[config.mk]
export PLATFORM = sky130hd
export DESIGN_NAME = pg_carry_resolve
export DESIGN_NICKNAME = d
export VERILOG_FILES = /design/src/rtl/pg_carry_resolve.sv
export SDC_FILE = /design/constraint.sdc
export NUM_CORES = 1
export LEC_CHECK = 0
export ABC_AREA = 1
export CAP_MARGIN = 20
export CORE_UTILIZATION = 40
export DETAILED_ROUTE_END_ITERATION = 8
export GPL_TIMING_DRIVEN = 1
export REMOVE_ABC_BUFFERS = 1
export SLEW_MARGIN = 30
export SYNTH_ARGS = -nofsm -noshare
export SYNTH_HDL_FRONTEND = slang
export SYNTH_SLANG_ARGS = --single-unit
[constraint.sdc]
create_clock -name clk -period 2.65 [get_ports clk]
set_clock_uncertainty 0.1 [all_clocks]
set_input_delay 0.265 -clock clk [delete_from_list [all_inputs] [get_ports clk]]
set_output_delay 0.265 -clock clk [all_outputs]
set_load 0.03 [all_outputs]
[src/rtl/pg_carry_resolve.sv]
// Iterative Kogge-Stone carry resolution for the ALU adder, one prefix level per clock.
// Define PG_RESOLVE_TWO_LEVEL_EN to chain two prefix levels per clock.
`timescale 1ns/1ps
module pg_carry_resolve #(
   parameter int WIDTH = 17
) (
   input  logic             clk,
   input  logic             rst_n,
   input  logic             in_valid,
   output logic             in_ready,
   input  logic [WIDTH-1:0] p,
   input  logic [WIDTH-1:0] g,
   input  logic             cin,
   output logic             out_valid,
   input  logic             out_ready,
   output logic [WIDTH-1:0] sum,
   output logic             cout,
   output logic             ovf
);

   localparam int N   = WIDTH + 1;
   localparam int LV  = $clog2(N);
   localparam int LVW = $clog2(LV + 3);
`ifdef PG_RESOLVE_TWO_LEVEL_EN
   localparam int STEP = 2;
`else
   localparam int STEP = 1;
`endif

   typedef enum logic [1:0] {
      IDLE,
      PREFIX,
      DONE
   } state_t;

   state_t           state_q;
   logic [LVW-1:0]   lv_q;
   logic [N-1:0]     gw_q, pw_q;
   logic [N-1:0]     gw_d, pw_d;
   logic [N-1:0]     g1, p1;
   logic [WIDTH-1:0] p_q;
   logic [WIDTH-1:0] sum_q;
   logic             cout_q, ovf_q, out_valid_q;
   logic [31:0]      sh0;
   logic             last;
`ifdef PG_RESOLVE_TWO_LEVEL_EN
   logic [31:0]      sh1;
   logic [N-1:0]     g2, p2;
`endif

   // Shifting by d leaves zeros below d, so low G bits stay put; the low
   // mask keeps the matching P bits unchanged as well.
   always_comb begin
      sh0 = 32'd1 << lv_q;
      g1  = gw_q | (pw_q & (gw_q << sh0));
      p1  = pw_q & ((pw_q << sh0) | ((N'(1) << sh0) - N'(1)));
`ifdef PG_RESOLVE_TWO_LEVEL_EN
      sh1 = sh0 << 1;
      g2  = g1 | (p1 & (g1 << sh1));
      p2  = p1 & ((p1 << sh1) | ((N'(1) << sh1) - N'(1)));
      if (int'(lv_q) + 1 < LV) begin
         gw_d = g2;
         pw_d = p2;
      end else begin
         gw_d = g1;
         pw_d = p1;
      end
      last = (int'(lv_q) + 2 >= LV);
`else
      gw_d = g1;
      pw_d = p1;
      last = (int'(lv_q) == LV - 1);
`endif
   end

   always_ff @(posedge clk or negedge rst_n) begin
      if (!rst_n) begin
         state_q     <= IDLE;
         lv_q        <= '0;
         gw_q        <= '0;
         pw_q        <= '0;
         p_q         <= '0;
         sum_q       <= '0;
         cout_q      <= 1'b0;
         ovf_q       <= 1'b0;
         out_valid_q <= 1'b0;
      end else begin
         unique case (state_q)
            IDLE: begin
               if (in_valid) begin
                  p_q     <= p;
                  gw_q    <= {g, cin};
                  pw_q    <= {p, 1'b0};
                  lv_q    <= '0;
                  state_q <= PREFIX;
               end
            end
            PREFIX: begin
               gw_q <= gw_d;
               pw_q <= pw_d;
               lv_q <= lv_q + LVW'(STEP);
               if (last) begin
                  state_q     <= DONE;
                  out_valid_q <= 1'b1;
                  sum_q       <= p_q ^ gw_d[WIDTH-1:0];
                  cout_q      <= gw_d[WIDTH];
                  ovf_q       <= gw_d[WIDTH-1] ^ gw_d[WIDTH];
               end
            end
            DONE: begin
               if (out_ready) begin
                  out_valid_q <= 1'b0;
                  state_q     <= IDLE;
               end
            end
            default: state_q <= IDLE;
         endcase
      end
   end

   assign in_ready  = rst_n & (state_q == IDLE);
   assign out_valid = out_valid_q;
   assign sum       = sum_q;
   assign cout      = cout_q;
   assign ovf       = ovf_q;

endmodule

== Word-level counts from Yosys, hierarchy flattened ==
Cells that the tools add are included.
Operators by class
  $mul: 0
  shift-type cells: 4
  eq/ne operators: 6
  multiplexer cells: 13
  bitwise gates (word level): 7
  $lt $le $gt $ge: 0
  add/sub/neg operators: 2
  reduce and logical (&&, ||, !) cells: 8
  divide/modulo/power cells: 0
Operators by type and width (number)
  18-bit one-hot mux with 2 select lines: 2
  18-bit by 32-bit left shift with 18-bit output: 2
  18-bit bitwise AND: 2
  18-bit 2-to-1 mux: 2
  18-bit OR: 2
  1-bit by 3-bit left shift with 32-bit output, first input constant: 1
  1-bit by 32-bit left shift with 18-bit output, first input constant: 1
  18-bit by 1-bit subtractor with 18-bit output, second input constant: 1
  17-bit bitwise XOR: 1
  2-bit 2-to-1 mux: 3
  2-bit != test, second input constant: 3
  2-bit one-hot mux with 3 select lines: 1
  3-bit one-hot mux with 2 select lines: 1
  2-bit AND reduction: 3
  3-bit AND reduction: 2
  2-bit nonzero test: 2
  3-bit by 1-bit adder with 3-bit output, second input constant: 1
  3-bit equality test, second input constant: 1
  3-bit 2-to-1 mux: 1
  2-bit by 1-bit equality test with 1-bit output, second input constant: 1
  2-bit equality test, second input constant: 1
  2-bit logical NOT: 1
  1-bit 2-to-1 mux: 2
  1-bit one-hot mux with 2 select lines: 1
  2 further kinds: 2
Word-level totals
  register bits: 78
  latch bits: 0
  RAM bits: 0
  bits in read-only memories: 0
  memories: 0

== Depth between registers and ports, before layout ==
  depth in word-level cells: 6
  gate-level depth with buffers: 18

== Worst setup path before layout ==
OpenSTA, ideal clock, no wires.
  path type: register to register
  start point: register lv_q[0]
  end point: register pw_q[16]
  stages on the path, launching flop included: 17
  slack: 20 ps
  setup time: 116 ps
  data required time: 2434 ps
  arrival time: 2414 ps
  cells stage by stage: dfrtp_1 > ha_1 > ha_1 > buf_2 > inv_1 > buf_1 > clkbuf_1 > nand2_1 > ha_1 > inv_1 > nor2_1 > nand2_1 > inv_2 > nand3_1 > nand3_1 > nand2_1 > nand2_1
Between the ends
  cells in the longest elaborated chain, start to end: 6
Ends and longest elaborated chain
  start: declaration: RTL line 37  | logic [LVW-1:0] lv_q;
  start signal: assignment: RTL line 101  | lv_q <= lv_q + LVW'(STEP);
  1-bit by 3-bit left shift with 32-bit output *: RTL line 54  | sh0 = 32'd1 << lv_q;
  1-bit by 32-bit left shift with 18-bit output: RTL line 56  | p1 = pw_q & ((pw_q << sh0) | ((N'(1) << sh0) - N'(1)));
  18-bit by 1-bit subtractor with 18-bit output: RTL line 56
  18-bit OR *: RTL line 56
  18-bit bitwise AND *: RTL line 56
  18-bit one-hot mux with 2 select lines *: RTL line 88  | unique case (state_q)
  end signal: assignment: RTL line 93  | pw_q <= {p, 1'b0};
  end signal: assignment: RTL line 100  | pw_q <= pw_d;
  end: declaration: RTL line 38  | logic [N-1:0] gw_q, pw_q;
Every way passes the cells marked *; elsewhere a longest branch is shown, timed or not.
A chain may end at the register's enable or synchronous reset.

== Final worst setup path ==
  start point: register lv_q[0]
  end point: register pw_q[7]
The elaborated chain is that of the path after synthesis.

==> summary by stage <==
Status
The run finished with clean final reports.

Setup path
In this run the worst setup path terminates at pw_q[7]. The endpoint identified for the worst register-to-register timing path is pw_q[7]. Of all nets on the critical path, the largest fanout is 5. The number of cells traversed by the worst register-to-register path is 15. The worst setup path is launched from a flop. The startpoint identified for the worst register-to-register timing path is lv_q[0]. In this run the register-to-register setup slack is 0.12 ns. The critical path arrival is between 2 and 3 ns. The critical path required time is about 2.8 ns. Tracing the worst setup path back leads to its startpoint at lv_q[0]. The critical path in this run is classified as flop to flop. The worst setup path is captured at a flop.

Routing
The number of DRC violations after detailed-routing iteration 0 is 533. The iteration count of the initial detailed-routing pass is 5. The number of antenna-violating nets in the routed design is 0. In the final routed layout, each cell accounts on average for 16.7 um.

Dividing the detail-routed via count by the number of cells gives 5.36. The number of vias after detailed routing is ~6400. The routed design has 20000 um of wire. The post-detailed-route DRC marker count is 0.

Clocking
The H-tree depth is 3. Clock-pin slew was measured on the worst setup and hold paths at around 0.060 ns. In this run, CTS created clock tree buffers numbering 9.

The later pin in the worst-skew pair is clocked with a latency of 0.35 ns. The number of clock sinks seen by CTS is 78. The deepest clock path buffer count is 2.

The tree is rooted in a clkbuf_16. TritonCTS built the clock tree. The number of post-CTS setup repair buffers is 0.

STA
Subtracting the final worst setup slack from the clock period gives between 2 and 3 ns. The final count of pins violating max slew is 0. Based on the critical path, the design can be clocked at up to between 300 and 400 MHz. Setup repair after global routing could not meet its margin everywhere.

The hold violation count in the final report is 0. After layout, the worst path uses 95.5% of the clock period. For the pin with the worst max-slew slack, the measured transition is 0.626 ns. Setup violations remaining at the end of the flow were counted as 0.

The relative slew slack is about 58%. The total negative setup slack is 0 ns.

Placed design
The count of buffers added on input and output ports is 59. The standard cell area after detailed placement is 0.00686 sq mm. The congestion estimate from routability-driven global placement came to a little over 0.9. Once detailed placement completed, the half-perimeter wirelength came to 15000 um.

Synth
Counting every instance in the synthesized netlist gives 942. The synthesized design contains 0 enable-type register cells. The average instance area after synthesis is 6.29 sq um. For this run, the register share of the synthesized area comes to 33.0%. The post-synthesis cell type count is 37. The primary flip-flop cell chosen by synthesis mapping is dfrtp_1. The synthesized design contains 78 register bits. The cell area that synthesis handed to floorplanning was 0.00592 sq mm.

In the synthesized netlist the async set-or-reset flop fraction comes to 100%. For this run, the number of Yosys warnings is 0.

Power and ir drop
The static leakage is 3.60 nW. The worst-case vdd ir drop is 0.733 mV. The share of power burned in registers is 19.0%. In this run the power spent charging and discharging nets is 6.13 mW.

In this run switching power makes up 54.3% of total power. Per report_power, the combinational group accounts for 70.5% of the total. The power density relative to cell area is 1570 mW/mm^2. Internal power comes to between 5 and 6 mW.

The proportion of power drawn by the clock network is 10.5%.

Floorplan
The I/O pin total is 60. The die outline height is 124 um. The number of standard-cell rows in the floorplan is 44.

Once the floorplan was initialized, standard cells occupied between 40% and 50% of the core. Measured along the x axis, the die boundary spans 124 um. The floorplan step defined a die boundary enclosing 0.0153 sq mm.

The core area is roughly 0.014 sq mm.

Finish
Cells with a size suffix above 1 make up around 9% of the layout. The repair_antennas step left the layout with diodes totalling 0. Relative to the synthesized area, the layout overhead comes to 21.1%. The layout net count is 1051. The finished cells cover 0.00717 sq mm. The number of filler cells placed in the layout is 1545. Registers take 0.00195 sq mm.

The area of combinational cells with multiple inputs is 0.00340 sq mm.

Global route
Entering global routing, the biggest net connects 53 pins. The number of global-route vias before repair is 5839. The global-route wire length before repair is 31600 um. After global routing the overflow that remains totals 0. The initial antenna violation count is 0.

Global routing consumed, over all layers together, 27.6% of the routing resources.

Run
The count of maximum capacitance violations is 0.

Hold path
The tightest min-delay check is of the flop to flop type. Counting instances, the worst hold path has a depth of 2.
## final cells by class
type	count	area share, %
well taps	184	3.21
multi-input cells	723	47.4
clock buffers	9	3.14
clock inverters	7	0.681
flip-flops and latches	78	27.2
inverters	93	4.90
repair buffers	100	13.4
## per-stage QoR
stage | total power [mW] | setup slack, ns | hold slack [ns] | util, % | std cells
global route | 12.4 | -0.0437 | 0.400 | 49.5 | 1194
detailed placement | 9.97 | 0.0892 | 0.311 | 47.4 | 1177
floorplan | 7.30 | -0.232 | -0.131 | - | 894
global placement | 9.94 | 0.0881 | 0.308 | 47.4 | 1177
finish | 11.3 | 0.120 | 0.377 | 49.5 | 1194
CTS | 11.2 | 0.0637 | 0.382 | 49.3 | 1194
## cells in the final DEF, fill, tap and decap left out, types with 4 or more instances in the layout
master,n
a21oi_1,6
a31oi_1,6
buf_12,4
buf_4,34
clkbuf_16,9
clkdlybuf4s50_1,58
dfrtp_1,77
ha_1,5
inv_1,84
inv_2,6
nand2_1,332
nand2_4,4
nand3_1,167
nand4_1,12
nor2_1,56
nor2_2,7
nor3_1,4
nor3_2,4
o211ai_1,29
o21ai_0,65
o21ai_1,9
## power by group through the flow
stage / clock network [mW] / logic (mW) / registers [mW]
6_report: 1.18 / 7.96 / 2.14
5_1_grt: 1.24 / 8.92 / 2.20
4_1_cts: 1.21 / 7.86 / 2.13
3_5_place_dp: 0 / 7.82 / 2.15
3_3_place_gp: 0 / 7.80 / 2.14
2_1_floorplan: 0 / 4.96 / 2.34
## cells by family after synthesis
group | count (synthesis) | share of synthesized area [%]
mux | 1 | 0.169
compound gates | 119 | 11.7
fa+ha+maj | 7 | 1.48
xor+xnor | 2 | 0.296
buf+inv | 141 | 9.85
simple gates | 594 | 43.6
flops | 78 | 33.0
## layer usage
layer / track usage (%) / vias up / share of wire (%)
li1: - / 3208 / -
met1: 37.4 / 2902 / 46
met2: 42.7 / 245 / 45
met3: 4.49 / 43 / 5.9
met4: 13.1 / 0 / 3.5
met5: 0 / - / 0
## worst min-delay path by stage
stage / startpoint / end
2_1_floorplan: rst_n / cout
3_3_place_gp: rst_n / state_q[0]
3_5_place_dp: rst_n / lv_q[0]
4_1_cts: cin / gw_q[0]
5_1_grt: sum[9] / sum[9]
6_report: sum[15] / sum[15]
## cells in the mapped netlist, types with 2 or more instances
| library cell | n | area share, % |
|---|---|---|
| nand2_1 | 332 | 21 |
| nand3_1 | 167 | 14 |
| inv_1 | 85 | 5.4 |
| dfrtp_1 | 78 | 33 |
| o21ai_0 | 65 | 5.5 |
| nor2_1 | 59 | 3.7 |
| o211ai_1 | 29 | 3.7 |
| clkbuf_1 | 18 | 1.1 |
| buf_2 | 17 | 1.4 |
| nand4_1 | 12 | 1.3 |
| o21ai_1 | 10 | 0.85 |
| buf_1 | 7 | 0.44 |
| ha_1 | 7 | 1.5 |
| a21oi_1 | 6 | 0.51 |
| a31oi_1 | 6 | 0.63 |
| inv_2 | 5 | 0.32 |
| buf_4 | 4 | 0.51 |
| nand2_4 | 4 | 0.76 |
| nor2_2 | 4 | 0.42 |
| nor3_1 | 4 | 0.34 |
| nor3_2 | 4 | 0.68 |
| buf_6 | 2 | 0.38 |
| clkinv_1 | 2 | 0.13 |
| nand2_2 | 2 | 0.21 |
## registers in the layout (all words and copies together), names as in the netlist
signal and count:
cout 1, gw_q 18, lv_q 3, out_valid 1, ovf 1, p_q 17
pw_q 18, state_q 2, sum 17
## critical path, cell delays in order, from the launching register on
cell	delay (ns)
dfrtp_2	0.44
ha_1	0.23
ha_1	0.19
inv_2	0.09
nand2_2	0.08
nor2_2	0.16
nand2_1	0.10
nor2_1	0.10
buf_4	0.14
nand2_1	0.10
nand3_1	0.23
nor2_1	0.08
nand2_1	0.10
nand2_1	0.09
nand3_1	0.09
nand3_1	0.08
## repair_timing
item / CTS / global route
endpoints found under the hold margin: 31 / 0
hold buffers: 1 / 0
setup endpoints to repair: 0 / 35
gates resized for setup: 0 / 11
Note: power is estimated with default switching activity, not from simulation.
